$ cat config.mk
export PLATFORM = sky130hd
export DESIGN_NAME = ctrl_st
export DESIGN_NICKNAME = d
export VERILOG_FILES = /design/src/rtl/ctrl_pkg.sv /design/src/rtl/st_skid_fifo.sv /design/src/rtl/ctrl_st.sv
export SDC_FILE = /design/constraint.sdc
export NUM_CORES = 1
export LEC_CHECK = 0
export ABC_CLOCK_PERIOD_IN_PS = 5900
export CAP_MARGIN = 10
export CORE_ASPECT_RATIO = 1.25
export CORE_MARGIN = 3
export CORE_UTILIZATION = 40
export DETAILED_ROUTE_END_ITERATION = 12
export GPL_TIMING_DRIVEN = 0
export PLACE_DENSITY = 0.68
export SETUP_SLACK_MARGIN = 0.5
export SLEW_MARGIN = 40
export SYNTH_ARGS = -nofsm -noshare
export SYNTH_HDL_FRONTEND = slang
export SYNTH_SLANG_ARGS = --single-unit
export TNS_END_PERCENT = 20
$ cat constraint.sdc
create_clock -name clk -period 5.9 [get_ports clk]
set_input_delay 1.18 -clock clk [delete_from_list [all_inputs] [get_ports clk]]
set_output_delay 1.18 -clock clk [all_outputs]
set_load 0.03 [all_outputs]
$ cat src/rtl/ctrl_pkg.sv
// Shared types for the tile store controller.
// FSM state encoding and FIFO tag bundle.
package ctrl_pkg;

  typedef enum logic [1:0] {
    ST_IDLE,
    ST_RD_BS,
    ST_RD_BP,
    ST_DRAIN
  } st_state_e;

  typedef struct packed {
    logic src;
    logic last;
  } st_tag_t;

endpackage

$ cat src/rtl/st_skid_fifo.sv
// Small registered FIFO absorbing output-buffer read latency.
// Head is a register read; an empty FIFO never falls through.
module st_skid_fifo #(
  parameter int DEPTH = 2,
  parameter int W     = 8
) (
  input  logic                       clk,
  input  logic                       rst_n,
  input  logic                       push,
  input  logic                       pop,
  input  logic [W-1:0]               din,
  output logic [W-1:0]               dout,
  output logic [$clog2(DEPTH+1)-1:0] count,
  output logic                       empty,
  output logic                       full
);

  localparam int PW = (DEPTH > 1) ? $clog2(DEPTH) : 1;
  localparam int CW = $clog2(DEPTH + 1);

  logic [W-1:0]  mem_q [DEPTH];
  logic [PW-1:0] wptr_q, rptr_q;
  logic [CW-1:0] cnt_q;
  logic          do_push, do_pop;

  function automatic logic [PW-1:0] nxt(input logic [PW-1:0] p);
    return (p == PW'(DEPTH - 1)) ? '0 : p + PW'(1);
  endfunction

  assign empty   = (cnt_q == '0);
  assign full    = (cnt_q == CW'(DEPTH));
  assign count   = cnt_q;
  assign dout    = mem_q[rptr_q];
  assign do_pop  = pop && !empty;
  assign do_push = push && (!full || do_pop);

  always_ff @(posedge clk) begin
    if (!rst_n) begin
      for (int i = 0; i < DEPTH; i++) mem_q[i] <= '0;
      wptr_q <= '0;
      rptr_q <= '0;
      cnt_q  <= '0;
    end else begin
      if (do_push) begin
        mem_q[wptr_q] <= din;
        wptr_q        <= nxt(wptr_q);
      end
      if (do_pop) rptr_q <= nxt(rptr_q);
      if (do_push && !do_pop) cnt_q <= cnt_q + CW'(1);
      else if (do_pop && !do_push) cnt_q <= cnt_q - CW'(1);
    end
  end

endmodule

$ cat src/rtl/ctrl_st.sv
// Tile store controller: drains BS then BP output buffers
// into one ready/valid stream, tags last beat, pulses tile end.
module ctrl_st
  import ctrl_pkg::*;
#(
  parameter int ST_DATA_W     = 64,
  parameter int BS_OUT_BUF_AW = 10,
  parameter int BP_OUT_BUF_AW = 10,
  parameter int SKID_DEPTH    = 2
) (
  input  logic                     clk,
  input  logic                     rst_n,
  input  logic                     st_tile_start,
  input  logic [15:0]              bs_st_times,
  input  logic [15:0]              bp_st_times,
  output logic                     bs_out_buf_rd_en,
  output logic [BS_OUT_BUF_AW-1:0] bs_out_buf_rd_addr,
  input  logic [ST_DATA_W-1:0]     bs_out_buf_rd_data,
  output logic                     bp_out_buf_rd_en,
  output logic [BP_OUT_BUF_AW-1:0] bp_out_buf_rd_addr,
  input  logic [ST_DATA_W-1:0]     bp_out_buf_rd_data,
  output logic [ST_DATA_W-1:0]     st_data,
  output logic                     st_src,
  output logic                     st_last,
  output logic                     st_valid,
  input  logic                     st_ready,
  output logic                     st_tile_end,
  output logic                     st_busy
);

  localparam int CW = $clog2(SKID_DEPTH + 1);
  localparam int FW = ST_DATA_W + $bits(st_tag_t);

  st_state_e      state_q, state_d;
  logic [15:0]    bs_n_q, bp_n_q, cnt_q, cnt_d;
  logic           inflight_q, tile_end_q;
  st_tag_t        tag_q, tag_d, head_tag;
  logic [ST_DATA_W-1:0] head_data, rd_data;
  logic [FW-1:0]  din, dout;
  logic [CW-1:0]  fifo_cnt;
  logic [CW:0]    credit;
  logic           fifo_empty, fifo_full;
  logic           pop, issue, in_bs, in_bp, at_end, done;

  assign in_bs  = (state_q == ST_RD_BS);
  assign in_bp  = (state_q == ST_RD_BP);
  assign pop    = st_valid && st_ready;
  assign credit = {1'b0, fifo_cnt} + (CW+1)'(inflight_q)
                - (CW+1)'(pop);
  assign issue  = (in_bs || in_bp)
               && (credit < (CW+1)'(SKID_DEPTH));
  assign at_end = in_bs ? (cnt_q == bs_n_q - 16'd1)
                        : (cnt_q == bp_n_q - 16'd1);

  assign tag_d.src  = in_bp;
  assign tag_d.last = at_end && (in_bp || bp_n_q == 16'd0);

  // Finish once the final beat leaves this cycle or already left.
  assign done = (state_q == ST_DRAIN) && !inflight_q
             && (fifo_empty || (fifo_cnt == CW'(1) && pop));

  always_comb begin
    state_d = state_q;
    cnt_d   = cnt_q;
    unique case (state_q)
      ST_IDLE: begin
        if (st_tile_start) begin
          cnt_d = '0;
          if (bs_st_times != 16'd0)      state_d = ST_RD_BS;
          else if (bp_st_times != 16'd0) state_d = ST_RD_BP;
          else                           state_d = ST_DRAIN;
        end
      end
      ST_RD_BS: begin
        if (issue) begin
          cnt_d = cnt_q + 16'd1;
          if (at_end) begin
            cnt_d   = '0;
            state_d = (bp_n_q != 16'd0) ? ST_RD_BP : ST_DRAIN;
          end
        end
      end
      ST_RD_BP: begin
        if (issue) begin
          cnt_d = cnt_q + 16'd1;
          if (at_end) begin
            cnt_d   = '0;
            state_d = ST_DRAIN;
          end
        end
      end
      ST_DRAIN: begin
        if (done) state_d = ST_IDLE;
      end
      default: state_d = ST_IDLE;
    endcase
  end

  always_ff @(posedge clk) begin
    if (!rst_n) begin
      state_q    <= ST_IDLE;
      cnt_q      <= '0;
      bs_n_q     <= '0;
      bp_n_q     <= '0;
      inflight_q <= 1'b0;
      tag_q      <= '0;
      tile_end_q <= 1'b0;
    end else begin
      state_q    <= state_d;
      cnt_q      <= cnt_d;
      inflight_q <= issue;
      tile_end_q <= done;
      if (issue) tag_q <= tag_d;
      if (state_q == ST_IDLE && st_tile_start) begin
        bs_n_q <= bs_st_times;
        bp_n_q <= bp_st_times;
      end
    end
  end

  assign rd_data = tag_q.src ? bp_out_buf_rd_data
                             : bs_out_buf_rd_data;
  assign din     = {tag_q, rd_data};

  st_skid_fifo #(
    .DEPTH (SKID_DEPTH),
    .W     (FW)
  ) u_fifo (
    .clk   (clk),
    .rst_n (rst_n),
    .push  (inflight_q),
    .pop   (pop),
    .din   (din),
    .dout  (dout),
    .count (fifo_cnt),
    .empty (fifo_empty),
    .full  (fifo_full)
  );

  always_ff @(posedge clk) begin
    if (rst_n) assert (!(fifo_full && inflight_q && !pop));
  end

  assign {head_tag, head_data} = dout;

  assign bs_out_buf_rd_en   = issue && in_bs;
  assign bp_out_buf_rd_en   = issue && in_bp;
  assign bs_out_buf_rd_addr = in_bs ? cnt_q[BS_OUT_BUF_AW-1:0] : '0;
  assign bp_out_buf_rd_addr = in_bp ? cnt_q[BP_OUT_BUF_AW-1:0] : '0;

  assign st_valid    = !fifo_empty;
  assign st_data     = st_valid ? head_data : '0;
  assign st_src      = st_valid && head_tag.src;
  assign st_last     = st_valid && head_tag.last;
  assign st_tile_end = tile_end_q;
  assign st_busy     = (state_q != ST_IDLE);

endmodule

==> metrics.txt <==
outcome=finished, final reports clean; Iter 0 DRT Violations=353; largest net degree at the start of global routing=39; Detailed Routing Iterations Pass 1=5; Post-DP Area=approximately 13000 sq um; Setup crit end kind=primary output; max-cap violations=0; Syn Area/Cell=10.4 sq um; vias after detailed routing=7651; Fin. Hold Viols=0; critical path's top delay family=buffers and inverters; post-synthesis cell count=between 900 and 1000; Post-CTS Setup Inserts=0; die area=approximately 26000 sq um; CP cell instances=clkdlybuf4s50_1 -> nand2_1 -> inv_1 -> ha_1 -> nand2b_1 -> fa_1 -> xnor2_1 -> and3_1 -> clkbuf_2 -> and2_1 -> clkdlybuf4s50_1; most common cell after layout, fill and taps aside=clkdlybuf4s50_1; Routability Congestion=0.883; Area growth, synth to finish=36.5%; Critical Path RT=4720 ps; Slew @ Worst Pin=approximately 810 ps; FF-to-FF Start=state_q[1]; nets=1397; Vias/cell=a little under 5; FFs w/ async S/R, synth=0; Clock Tree Root=clkbuf_16; final WL=26.7 mm; post-DP HPWL=between 20 and 25 mm; Hold Path Depth=2; number of synthesized flops with an enable pin=~130; share of the synthesized area in the top cell type=0.404; initial antenna violation count=0; dominant synthesized flop cell=edfxtp_1; Slew Limit Fails=0; crit start category=input pin; # rows=63; wire length per cell=approximately 17 um; max_slew headroom=0.454; Die Y=181 um; antenna-violating nets left=0; Crit path top cell by count=clkdlybuf4s50_1; HP Class=reg2reg; fin area=13400 sq um; reg2reg path depth=16; Pwr Density=373 nW/um^2; Die X=146 um; TritonCTS clock tree=built; Starting Density=0.411; hold path start=bs_n_q[15]; Highest Clock Rate=0.195 GHz; CTS H-Tree Depth=4; register area share after synthesis=0.525; hold buffers post-CTS=0; flops & latches, synth=191; Slowest cell on crit path=clkdlybuf4s50_1; Core ar.=between 20000 and 25000 sq um; DRC Markers=0; first-pass GRT wire length=42.2 mm; Clock Skew=11.0 ps; CP peak stage delay=680 ps; Clk Latency, worst-skew pair=430 ps; setup TNS=0 ps; Mapped Area=9810 sq um; Longest Clk Path Bufs=2; I/O Pins=255; Leakage=4.59 nW; placed cells=1526; vias in the first global route=7769; final setup fails=0; Layout Cells excl Fill=1558; most area-consuming cells after synthesis=edfxtp_1 (40%), mux2i_1 (15%), dfxtp_1 (12%); commonest non-fill, non-tap cells in the layout=clkdlybuf4s50_1 (253), nor2_1 (231), mux2i_1 (147), edfxtp_1 (132), nand2_1 (77); Yosys cell types=55; RR Endpoint=cnt_q[12]; gr usage total=0.202; final worst path period need=roughly 5000 ps; critical path fanouts, max=8; cell taking the most area after synthesis=edfxtp_1; r2r setup slk=~1700 ps; post-synth net total=1122; Critical Path AT=a little under 4000 ps; CP Class=in2out; GR Overflow Total=0; Inserted Diodes=0; unrepaired setup endpoints after global routing=no; Yosys Warn Count=0; Worst IR Drop VDD=0.000228 V; Tcrit/Tclk final=0.871; share of cells above drive strength 1=0.0422; Num CTS Buffers=17; clock sinks=~190; I/O Buffers=254; Hold Path End=bs_n_q[15]; CP Buf/Inv Count=4; clock slew at reported path FFs=70 ps
-- sequential cells by signal (all words and copies together), names as in the netlist, 2 cells and up, named ones only --
name	flops
state_q	2
u_fifo.mem_q	132
bp_n_q	16
din	2
u_fifo.count	2
bs_n_q	16
cnt_q	16
-- timing repair --
item                       in CTS  in global routing
pin swaps                       0                  0
resized for setup               1                  1
setup endpoints to repair       1                  1
-- metal layers --
metal	vias to the layer above	share of wire	GRT usage
met5	-	0	0
met4	0	0.014	0.0471
met3	21	0.059	0.0444
met2	234	0.53	0.376
met1	3574	0.40	0.235
li1	3822	-	-
-- final cells by class --
cell class | instances | area [sq um]
inverter | 12 | 45.0
tap | 325 | 407
clock inverter | 14 | 140
fill | 2108 | 10500
sequential | 191 | 5140
buffer | 61 | 256
timing repair buffer | 256 | 2580
multi-input combinational | 681 | 4380
clock buffer | 18 | 429
-- synth_stat cells, drive strengths merged (2+ instances only) --
cell type / n
a21boi: 35
a21oi: 8
a31oi: 2
and2: 29
and3: 4
and4: 2
buf: 14
clkbuf: 47
dfxtp: 59
edfxtp: 132
ha: 12
inv: 12
mux2i: 147
nand2: 78
nand2b: 6
nand3: 10
nand4: 9
nor2: 231
nor2b: 4
nor3: 9
nor3b: 2
nor4: 11
nor4b: 5
o211ai: 2
o21a: 4
o21ai: 4
o221ai: 2
o22ai: 2
o31a: 2
or2: 2
or4: 3
xnor2: 24
xor2: 19
-- where the power goes --
| group | switching (W) | leakage [nW] | internal (W) | total (W) |
|---|---|---|---|---|
| sequential | 0.0000955 | 1.85 | 0.00163 | 0.00173 |
| clock | 0.000541 | 0.274 | 0.000563 | 0.00110 |
| combinational | 0.00129 | 2.46 | 0.000877 | 0.00217 |
| total | 0.00193 | 4.59 | 0.00307 | 0.00500 |
-- worst register-to-register path: cells and delay by family, from the launching register on --
family | cells | cell delay (ps)
AOI/OAI and AO/OA | 5 | 1680
buffers and inverters | 6 | 1180
adders and majority gates | 2 | 530
DFF | 1 | 340
muxes | 1 | 230
xor gates and xnor gates | 1 | 130
and+or+nand+nor | 1 | 60
-- worst max path at each step --
stage / cells after the start / start / end / slack [ps]
after floorplan: 9 / st_ready / bp_out_buf_rd_en / 1820
after global placement: 7 / st_ready / u_fifo.mem_q[1][44] / -160
after detailed placement: 11 / st_ready / bp_out_buf_rd_en / 510
after CTS: 11 / st_ready / bp_out_buf_rd_en / 640
after global routing: 11 / st_ready / bs_out_buf_rd_en / 580
final: 11 / st_ready / bs_out_buf_rd_en / 760
-- stage by stage --
step / util / hold WS [ps] / power (W) / worst slack [ps]
6_report: 0.560 / 471 / 0.00500 / 762
5_1_grt: 0.560 / 500 / 0.00529 / 579
4_1_cts: 0.560 / 476 / 0.00504 / 643
3_5_place_dp: 0.536 / 466 / 0.00394 / 512
3_3_place_gp: 0.534 / 462 / 0.00392 / -156
2_1_floorplan: - / 431 / 0.00313 / 1820
-- kinds of logic (layout without fill, tap and decap cells) --
family          after synthesis  count (layout)  share of synthesized area
compound gates               71              71                     0.0542
fa+ha+maj                    13              13                     0.0174
flops                       191             191                      0.525
xor+xnor                     43              43                     0.0384
buf+inv                      73             361                     0.0304
mux                         147             147                      0.150
simple gates                407             407                      0.185
No activity file was read; power rests on OpenSTA's default activity.
